`src/rtl/load_data_formatter.sv`:
```
// Load-path formatter: selects a byte or halfword lane, sign- or zero-extends it, and
// passes words and two-beat doublewords through a one-deep valid/ready output register.
module load_data_formatter #(
    parameter  int DATA_W = 32,
    localparam int AL     = $clog2(DATA_W / 8)
) (
    input  logic              clk,
    input  logic              rst_n,
    input  logic              in_valid,
    output logic              in_ready,
    input  logic [DATA_W-1:0] in_data,
    input  logic [AL-1:0]     in_addr_lo,
    input  logic [1:0]        in_type,
    input  logic              in_unsigned,
    input  logic              in_bypass,
    output logic              out_valid,
    input  logic              out_ready,
    output logic [DATA_W-1:0] out_data,
    output logic              out_last,
    output logic              out_misalign,
    output logic [15:0]       mis_count,
    input  logic              mis_clear
);

    typedef enum logic {
        S_IDLE = 1'b0,
        S_DW2  = 1'b1
    } state_t;

    localparam logic [1:0] T_BYTE = 2'b00;
    localparam logic [1:0] T_HALF = 2'b01;
    localparam logic [1:0] T_WORD = 2'b10;
    localparam logic [1:0] T_DW   = 2'b11;

    state_t              state_q, state_d, state_nxt;
    logic                out_valid_q;
    logic [DATA_W-1:0]   out_data_q, out_data_d;
    logic                out_last_q, out_last_d;
    logic                out_mis_q, out_mis_d;
    logic [15:0]         mis_count_q, mis_count_d;
    logic                accept;
    logic [DATA_W-1:0]   byte_shift;
    logic [DATA_W-1:0]   half_shift;

    function automatic logic [DATA_W-1:0] ext8(input logic [7:0] b, input logic uns);
        return {{(DATA_W-8){b[7] & ~uns}}, b};
    endfunction

    function automatic logic [DATA_W-1:0] ext16(input logic [15:0] h, input logic uns);
        return {{(DATA_W-16){h[15] & ~uns}}, h};
    endfunction

    assign in_ready = !out_valid_q || out_ready;
    assign accept   = in_valid && in_ready;

    // Lane selection by shifting the addressed lane down to bit 0.
    assign byte_shift = in_data >> {in_addr_lo, 3'b000};
    assign half_shift = in_data >> {in_addr_lo[AL-1:1], 4'b0000};

    always_comb begin
        out_data_d = in_data;
        out_last_d = 1'b1;
        out_mis_d  = 1'b0;
        state_nxt  = S_IDLE;
        if (state_q == S_IDLE && !in_bypass) begin
            unique case (in_type)
                T_BYTE: out_data_d = ext8(byte_shift[7:0], in_unsigned);
                T_HALF: begin
                    if (in_addr_lo[0]) out_mis_d = 1'b1;
                    else               out_data_d = ext16(half_shift[15:0], in_unsigned);
                end
                T_WORD: out_mis_d = (in_addr_lo != '0);
                T_DW: begin
                    if (in_addr_lo != '0) begin
                        out_mis_d = 1'b1;
                    end else begin
                        out_last_d = 1'b0;
                        state_nxt  = S_DW2;
                    end
                end
                default: out_data_d = in_data;
            endcase
        end
        if (out_mis_d) begin
            out_data_d = '0;
            out_last_d = 1'b1;
        end
    end

    always_comb begin
        state_d = accept ? state_nxt : state_q;
        if (mis_clear)
            mis_count_d = '0;
        else if (accept && out_mis_d && mis_count_q != 16'hFFFF)
            mis_count_d = mis_count_q + 16'd1;
        else
            mis_count_d = mis_count_q;
    end

    always_ff @(posedge clk) begin
        if (!rst_n) begin
            state_q     <= S_IDLE;
            out_valid_q <= 1'b0;
            out_data_q  <= '0;
            out_last_q  <= 1'b0;
            out_mis_q   <= 1'b0;
            mis_count_q <= '0;
        end else begin
            state_q     <= state_d;
            mis_count_q <= mis_count_d;
            if (accept) begin
                out_valid_q <= 1'b1;
                out_data_q  <= out_data_d;
                out_last_q  <= out_last_d;
                out_mis_q   <= out_mis_d;
            end else if (out_ready) begin
                out_valid_q <= 1'b0;
            end
        end
    end

    assign out_valid    = out_valid_q;
    assign out_data     = out_data_q;
    assign out_last     = out_last_q;
    assign out_misalign = out_mis_q;
    assign mis_count    = mis_count_q;

endmodule

```
`config.mk`:
```
export PLATFORM = sky130hd
export DESIGN_NAME = load_data_formatter
export DESIGN_NICKNAME = d
export VERILOG_FILES = /design/src/rtl/load_data_formatter.sv
export SDC_FILE = /design/constraint.sdc
export NUM_CORES = 1
export LEC_CHECK = 0
export CAP_MARGIN = 30
export CORE_MARGIN = 2
export CORE_UTILIZATION = 41
export DETAILED_ROUTE_END_ITERATION = 12
export PLACE_DENSITY_LB_ADDON = 0.2
export RECOVER_POWER = 25
export SLEW_MARGIN = 20
export SYNTH_ARGS = -nofsm -noshare
export SYNTH_HDL_FRONTEND = slang
export SYNTH_SLANG_ARGS = --single-unit
```
`constraint.sdc`:
```
create_clock -name clk -period 2.1 [get_ports clk]
set_input_delay 0.315 -clock clk [delete_from_list [all_inputs] [get_ports clk]]
set_output_delay 0.315 -clock clk [all_outputs]
set_load 0.03 [all_outputs]
```
---- Word level (Yosys, flattened, before mapping) ----
Index checks and enable logic that the tools add are counted.
Widths: inputs -> output; s select.
storage, ports and cells
  output and inout bits ................... 52
  bits in latches ......................... 0
  register bits ........................... 52
  memories kept ........................... 0
  memory bits (read-only) ................. 0
  RAM bits ................................ 0
  logic and storage cells ................. 45
  bits of input ports ..................... 43
operators by class
  shift operators ......................... 2
  reductions and logical operators ........ 11
  eq/ne operators ......................... 4
  multiply operators ...................... 0
  mux-type cells .......................... 16
  divide/modulo/power cells ............... 0
  $lt $le $gt $ge ......................... 0
  add/sub/neg operators ................... 1
  bitwise gates (word level) .............. 5
operator list
  operator               number
  $mux 32                3
  $pmux 32 s2            1
  $shr 32x5->16          1
  $shr 32x5->8           1
  $add 16x1->16 const B  1
  $ne 16x16->1 const B   1
  $mux 1                 11
  $eq 2x2->1 const B     2
  $logic_and 1x1->1      4
  $reduce_bool 2->1      2
  $not 1->1              3
  $pmux 1 s3             1
  $and 1x1->1            2
  $eq 2x1->1 const B     1
  $logic_not 1->1        2
  $logic_not 2->1        1
  $reduce_or 2->1        1
  $logic_or 1x1->1       1

---- Depth between registers and ports, before layout ----
Gate-level depths: netlist of run 1.
  word-level depth ........................ 6
  mapped depth ............................ 9
  depth with buffers taken out ............ 6

---- Worst setup path before layout of run 1 ----
No wires, ideal clock.
  kind .................................... register to register
  from .................................... register mis_count_q[0], in the netlist mis_count[0]
  to ...................................... register mis_count_q[15], in the netlist mis_count[15]
  arrival ................................. 2.044 ns
  library setup time ...................... 0.071 ns
  clock period less this slack ............ 2.114 ns
  required time ........................... 2.029 ns
  setup slack ............................. -0.014 ns
  cell stages (with the launch flop) ...... 7
  path buffers ............................ 0
  path through ............................ dfxtp_1 -> ha_1 -> nand3_1 -> nor4_1 -> nor4_2 -> a31o_2 -> a21oi_1
on the way
  longest elaborated chain between the ends .. 2
  elaborated cells between the ends (all ways) .. 3
  those cells by class .................... add/sub (1); eq/ne (1); reduce/logical (1)
RTL lines
  what                                                                   line  RTL
  start: declaration                                                     40    logic [15:0] mis_count_q, mis_count_d;
  start signal: assignment                                               110   mis_count_q <= mis_count_d;
  parallel branches: the longest is 2 deep, another holds $add 16x1->16  -
Parallel ways; which one is timed is not known.
A chain may end at the register's enable or synchronous reset.

---- Worst setup path in the final report of run 1 ----
  from .................................... input port in_data[7]
  to ...................................... register out_data_q[19], in the netlist out_data[19]
on the way
  longest elaborated chain between the ends .. 5
RTL lines
  what                    line  RTL
  start: declaration      11    input logic [DATA_W-1:0] in_data,
  $shr 32x5->8            57    assign byte_shift = in_data >> {in_addr_lo, 3'b000};
  $and 1x1->1             46    return {{(DATA_W-8){b[7] & ~uns}}, b};
  $pmux 32 s2             66    unique case (in_type)
  $mux 32                 65    if (state_q == S_IDLE && !in_bypass) begin
  $mux 32                 84    if (out_mis_d) begin
  end signal: assignment  113   out_data_q <= out_data_d;
  end: declaration        37    logic [DATA_W-1:0] out_data_q, out_data_d;
Every way passes these cells.

==> impl_summary.log, run 1 <==
[metrics] result of the run: completed
[metrics] cell row count: 29
[metrics] Top Ports: 95
[metrics] # Max-Cap Violations: 0
[metrics] number of I/O port buffers: 94
[metrics] total buffers and inverters traversed by the critical path: 2
[metrics] total inserted antenna cells: 0
[metrics] RD Place Congestion: 0.856
[metrics] most used flip-flop cell after synthesis: dfxtp_1
[metrics] Tmin final: 2.02 ns
[metrics] Horiz. Die Dim: 85.5 um
[metrics] DRC violation count after routing: 0
[metrics] RSZ-0062 raised after global routing: no
[metrics] worst-case vdd ir drop: 0.302 mV
[metrics] number of antenna violations at the first check in global routing: 0
[metrics] Yosys warning count: 0
[metrics] clock latency of the later-clocked register in the worst-skew pair: 0.30 ns
[metrics] clk buf depth: 2
[metrics] CTS hold repair buffers: 0
[metrics] startpoint class of the critical path: primary input
[metrics] starting density of the core: 42.7%
[metrics] first-pass GRT wire length: 13.1 mm
[metrics] Layout Cells excl Fill: 534
[metrics] upper clock frequency limit: 496 MHz
[metrics] number of CTS-inserted buffers: 5
[metrics] routed via count: 2900
[metrics] async set-reset flop share out of synthesis: 0%
[metrics] power density cells: 534 nW/um^2
[metrics] Critical Path Sink Type: flip-flop
[metrics] largest net degree at the start of global routing: 20
[metrics] arrival time reported for the critical path endpoint: 2.21 ns
[metrics] average footprint of a synthesized cell: 7.87 sq um
[metrics] Cell Area, Synth: 2720 sq um
[metrics] Unique masters post-synth: 51
[metrics] DRT antenna net count: 0
[metrics] total half-perimeter wirelength after legalization and detailed placement: 6.05 mm
[metrics] number of global-route vias before repair: 2795
[metrics] die area: 7310 sq um
[metrics] required arrival time at the worst endpoint: 2.29 ns
[metrics] vertical die dimension: 85.5 um
[metrics] Area growth, synth to finish: 46.1%
[metrics] cell type with the highest aggregate area in the netlist: dfxtp_1
[metrics] cells along the critical path: clkdlybuf4s50_1 -> mux4_2 -> and2_4 -> a2111oi_2 -> or2_1 -> buf_12 -> o21ai_0
[metrics] Routed WL: 7.95 mm
[metrics] FF+latch count, synth: 52
[metrics] net count of the finished layout: 503
[metrics] clock tree from TritonCTS: built
[metrics] Clock transition at path regs: 0.08 ns
[metrics] Worst Path Class, Setup: primary input to flip-flop
[metrics] placeable core region: 6390 sq um
[metrics] number of cells on the worst hold path: 2
[metrics] cell depth of the worst setup path: 7
[metrics] number of flops mapped to enable cells by yosys: 0
[metrics] total gr overflow: 0
[metrics] fraction of final layout cells with drive strength greater than 1: 12.9%
[metrics] final worst slack: 0.0830 ns
[metrics] Wirelength per Cell: 14.9 um
[metrics] via density per instance: 5.43
[metrics] first-iteration detailed-routing DRC count: 133
[metrics] total number of clock tree sinks: 52
[metrics] maximum clock skew at final layout: 0.00512 ns
[metrics] Worst Max-Slew Pin Slew: 0.458 ns
[metrics] number of setup buffers added after CTS: 0
[metrics] master of the slowest instance on the critical path: mux4_2
[metrics] Tcrit/Tclk final: 96.0%
[metrics] total nets after synthesis: 390
[metrics] Final setup viols: 0
[metrics] worst rel slew slack: 69.4%
[metrics] Synth Instances: 346
[metrics] number of iterations in the first detailed-routing pass: 4
[metrics] highest fanout seen on the critical path: 16
[metrics] buffer type at the clock tree root: clkbuf_8
[metrics] setup slack after placement: -0.336 ns
[metrics] Worst path top cell family by delay: buffers and inverters
[metrics] max incr delay on CP: 0.49 ns
[metrics] Slew Viols, Final: 0
[metrics] cells on worst reg2reg path: 7
[metrics] Leak: 0.00158 uW
[metrics] sequential area share after synthesis: 38.2%
[metrics] Hold Vio Cnt, Final: 0
[metrics] Placed Instances: 529
[metrics] worst min-delay path class: flip-flop to flip-flop
[metrics] top area cells in the synthesized netlist: dfxtp_1 (38%), nor2_1 (8.1%), nand2_1 (5.5%)
[metrics] number of levels the H-tree was split into: 2
[metrics] area fraction of the dominant cell type after synthesis: 38.2%
[metrics] All-Layer GR Usage: 22.1%
==> cell type report <==
type / count / area, sq um
Fill cell: 605 / 2410
Multi-Input combinational cell: 264 / 1540
Timing Repair Buffer: 127 / 1200
Sequential cell: 52 / 1040
Tap cell: 77 / 96.3
Clock buffer: 5 / 68.8
Inverter: 9 / 33.8
==> metrics by stage <==
stage	TNS [ns]	util (%)	hold slack [ns]	area (sq um)	total power, uW
after global placement	-5.90	61.2	0.436	3910	1620
after CTS	-0.0131	62.3	0.464	3980	2140
after global routing	0	62.3	0.476	3980	2220
after floorplan	0	-	0.454	2730	1370
final	0	62.3	0.451	3980	2120
after detailed placement	-7.48	61.2	0.444	3910	1630
==> layer usage <==
layer	vias to the layer above	share of wire (%)	wire (um)	track usage [%]
li1	1445	-	-	-
met4	0	1.6	129	7.50
met3	11	6.1	487	4.62
met2	92	49	3920	38.8
met5	-	0	0	0
met1	1352	43	3410	26.7
==> sequential cells by signal, summed over array words and instances (netlist names) <==
signal	flops
mis_count	16
out_data	32
out_last	1
out_misalign	1
out_valid	1
state_q	1
==> synthesized netlist by cell type, types with 2 or more instances <==
cell / n
nor2_1: 59
dfxtp_1: 52
nand2_1: 40
a21oi_1: 21
o21ai_0: 19
clkbuf_1: 15
o31ai_1: 13
a22oi_1: 12
nand3_1: 11
mux2i_1: 10
o21ai_2: 10
inv_1: 9
nor3_1: 8
nand4_1: 7
a31o_2: 4
nor2b_1: 4
nor4_1: 4
or3_1: 4
xnor2_1: 4
buf_6: 3
nand2b_1: 3
a21boi_0: 2
a41o_1: 2
and2_1: 2
or2_2: 2
==> layout by cell type, fill, tap and decap left out, types with 11 or more instances in the layout <==
cell,netlist,routed
buf_4,0,30
a22oi_1,12,12
a21oi_1,21,21
nand2_1,40,40
nor2_1,59,59
dlygate4sd3_1,0,21
o21ai_0,19,19
nand3_1,11,11
dfxtp_1,52,52
clkdlybuf4s50_1,0,72
o31ai_1,13,13
==> worst paths after layout <==
path / startpoint / slack, ns / to
worst min register to register: out_data[17] / 0.45 / out_data[17]
worst max register to register: mis_count[0] / 0.15 / mis_count[12]
worst max-delay path: in_data[7] / 0.08 / out_data[19]
worst min-delay path: out_data[17] / 0.45 / out_data[17]
==> kinds of logic after synthesis <==
| group | count (synthesis) | synth area share [%] |
|---|---|---|
| compound gates | 90 | 22.4 |
| simple gates | 156 | 26.8 |
| flops | 52 | 38.2 |
| xor+xnor | 5 | 1.61 |
| mux | 12 | 4.92 |
| fa+ha+maj | 1 | 0.459 |
| buf+inv | 30 | 5.60 |
==> worst reg2reg max path, stage by stage (launching register included) <==
cell and delay, ns:
dfxtp_1 0.40, ha_1 0.21, nand3_1 0.11, nor2_1 0.13, or4b_1 0.52, buf_4 0.19, o21ai_0 0.16, a21oi_1 0.09
==> power by group <==
| group | internal [uW] | leakage, uW | switching, uW | total [uW] |
|---|---|---|---|---|
| registers | 1030 | 0.000424 | 22.1 | 1050 |
| clock network | 216 | 0.0000359 | 312 | 528 |
| logic | 250 | 0.00112 | 294 | 545 |
| total | 1500 | 0.00158 | 628 | 2120 |
==> repair_timing <==
item,4_1_cts,5_1_grt
endpoints found under the setup margin,1,25
pin swaps,0,1
endpoints found under the hold margin,0,0
resized for setup,0,2
(Power assumes the default switching activity.)
==> run 2: changes to the inputs <==
- CAP_MARGIN: 30 -> unset
- SKIP_CTS_REPAIR_TIMING: unset -> 1
==> results of run 2 <==
No change in the layout: final DEF, timing and power equal those of run 1.
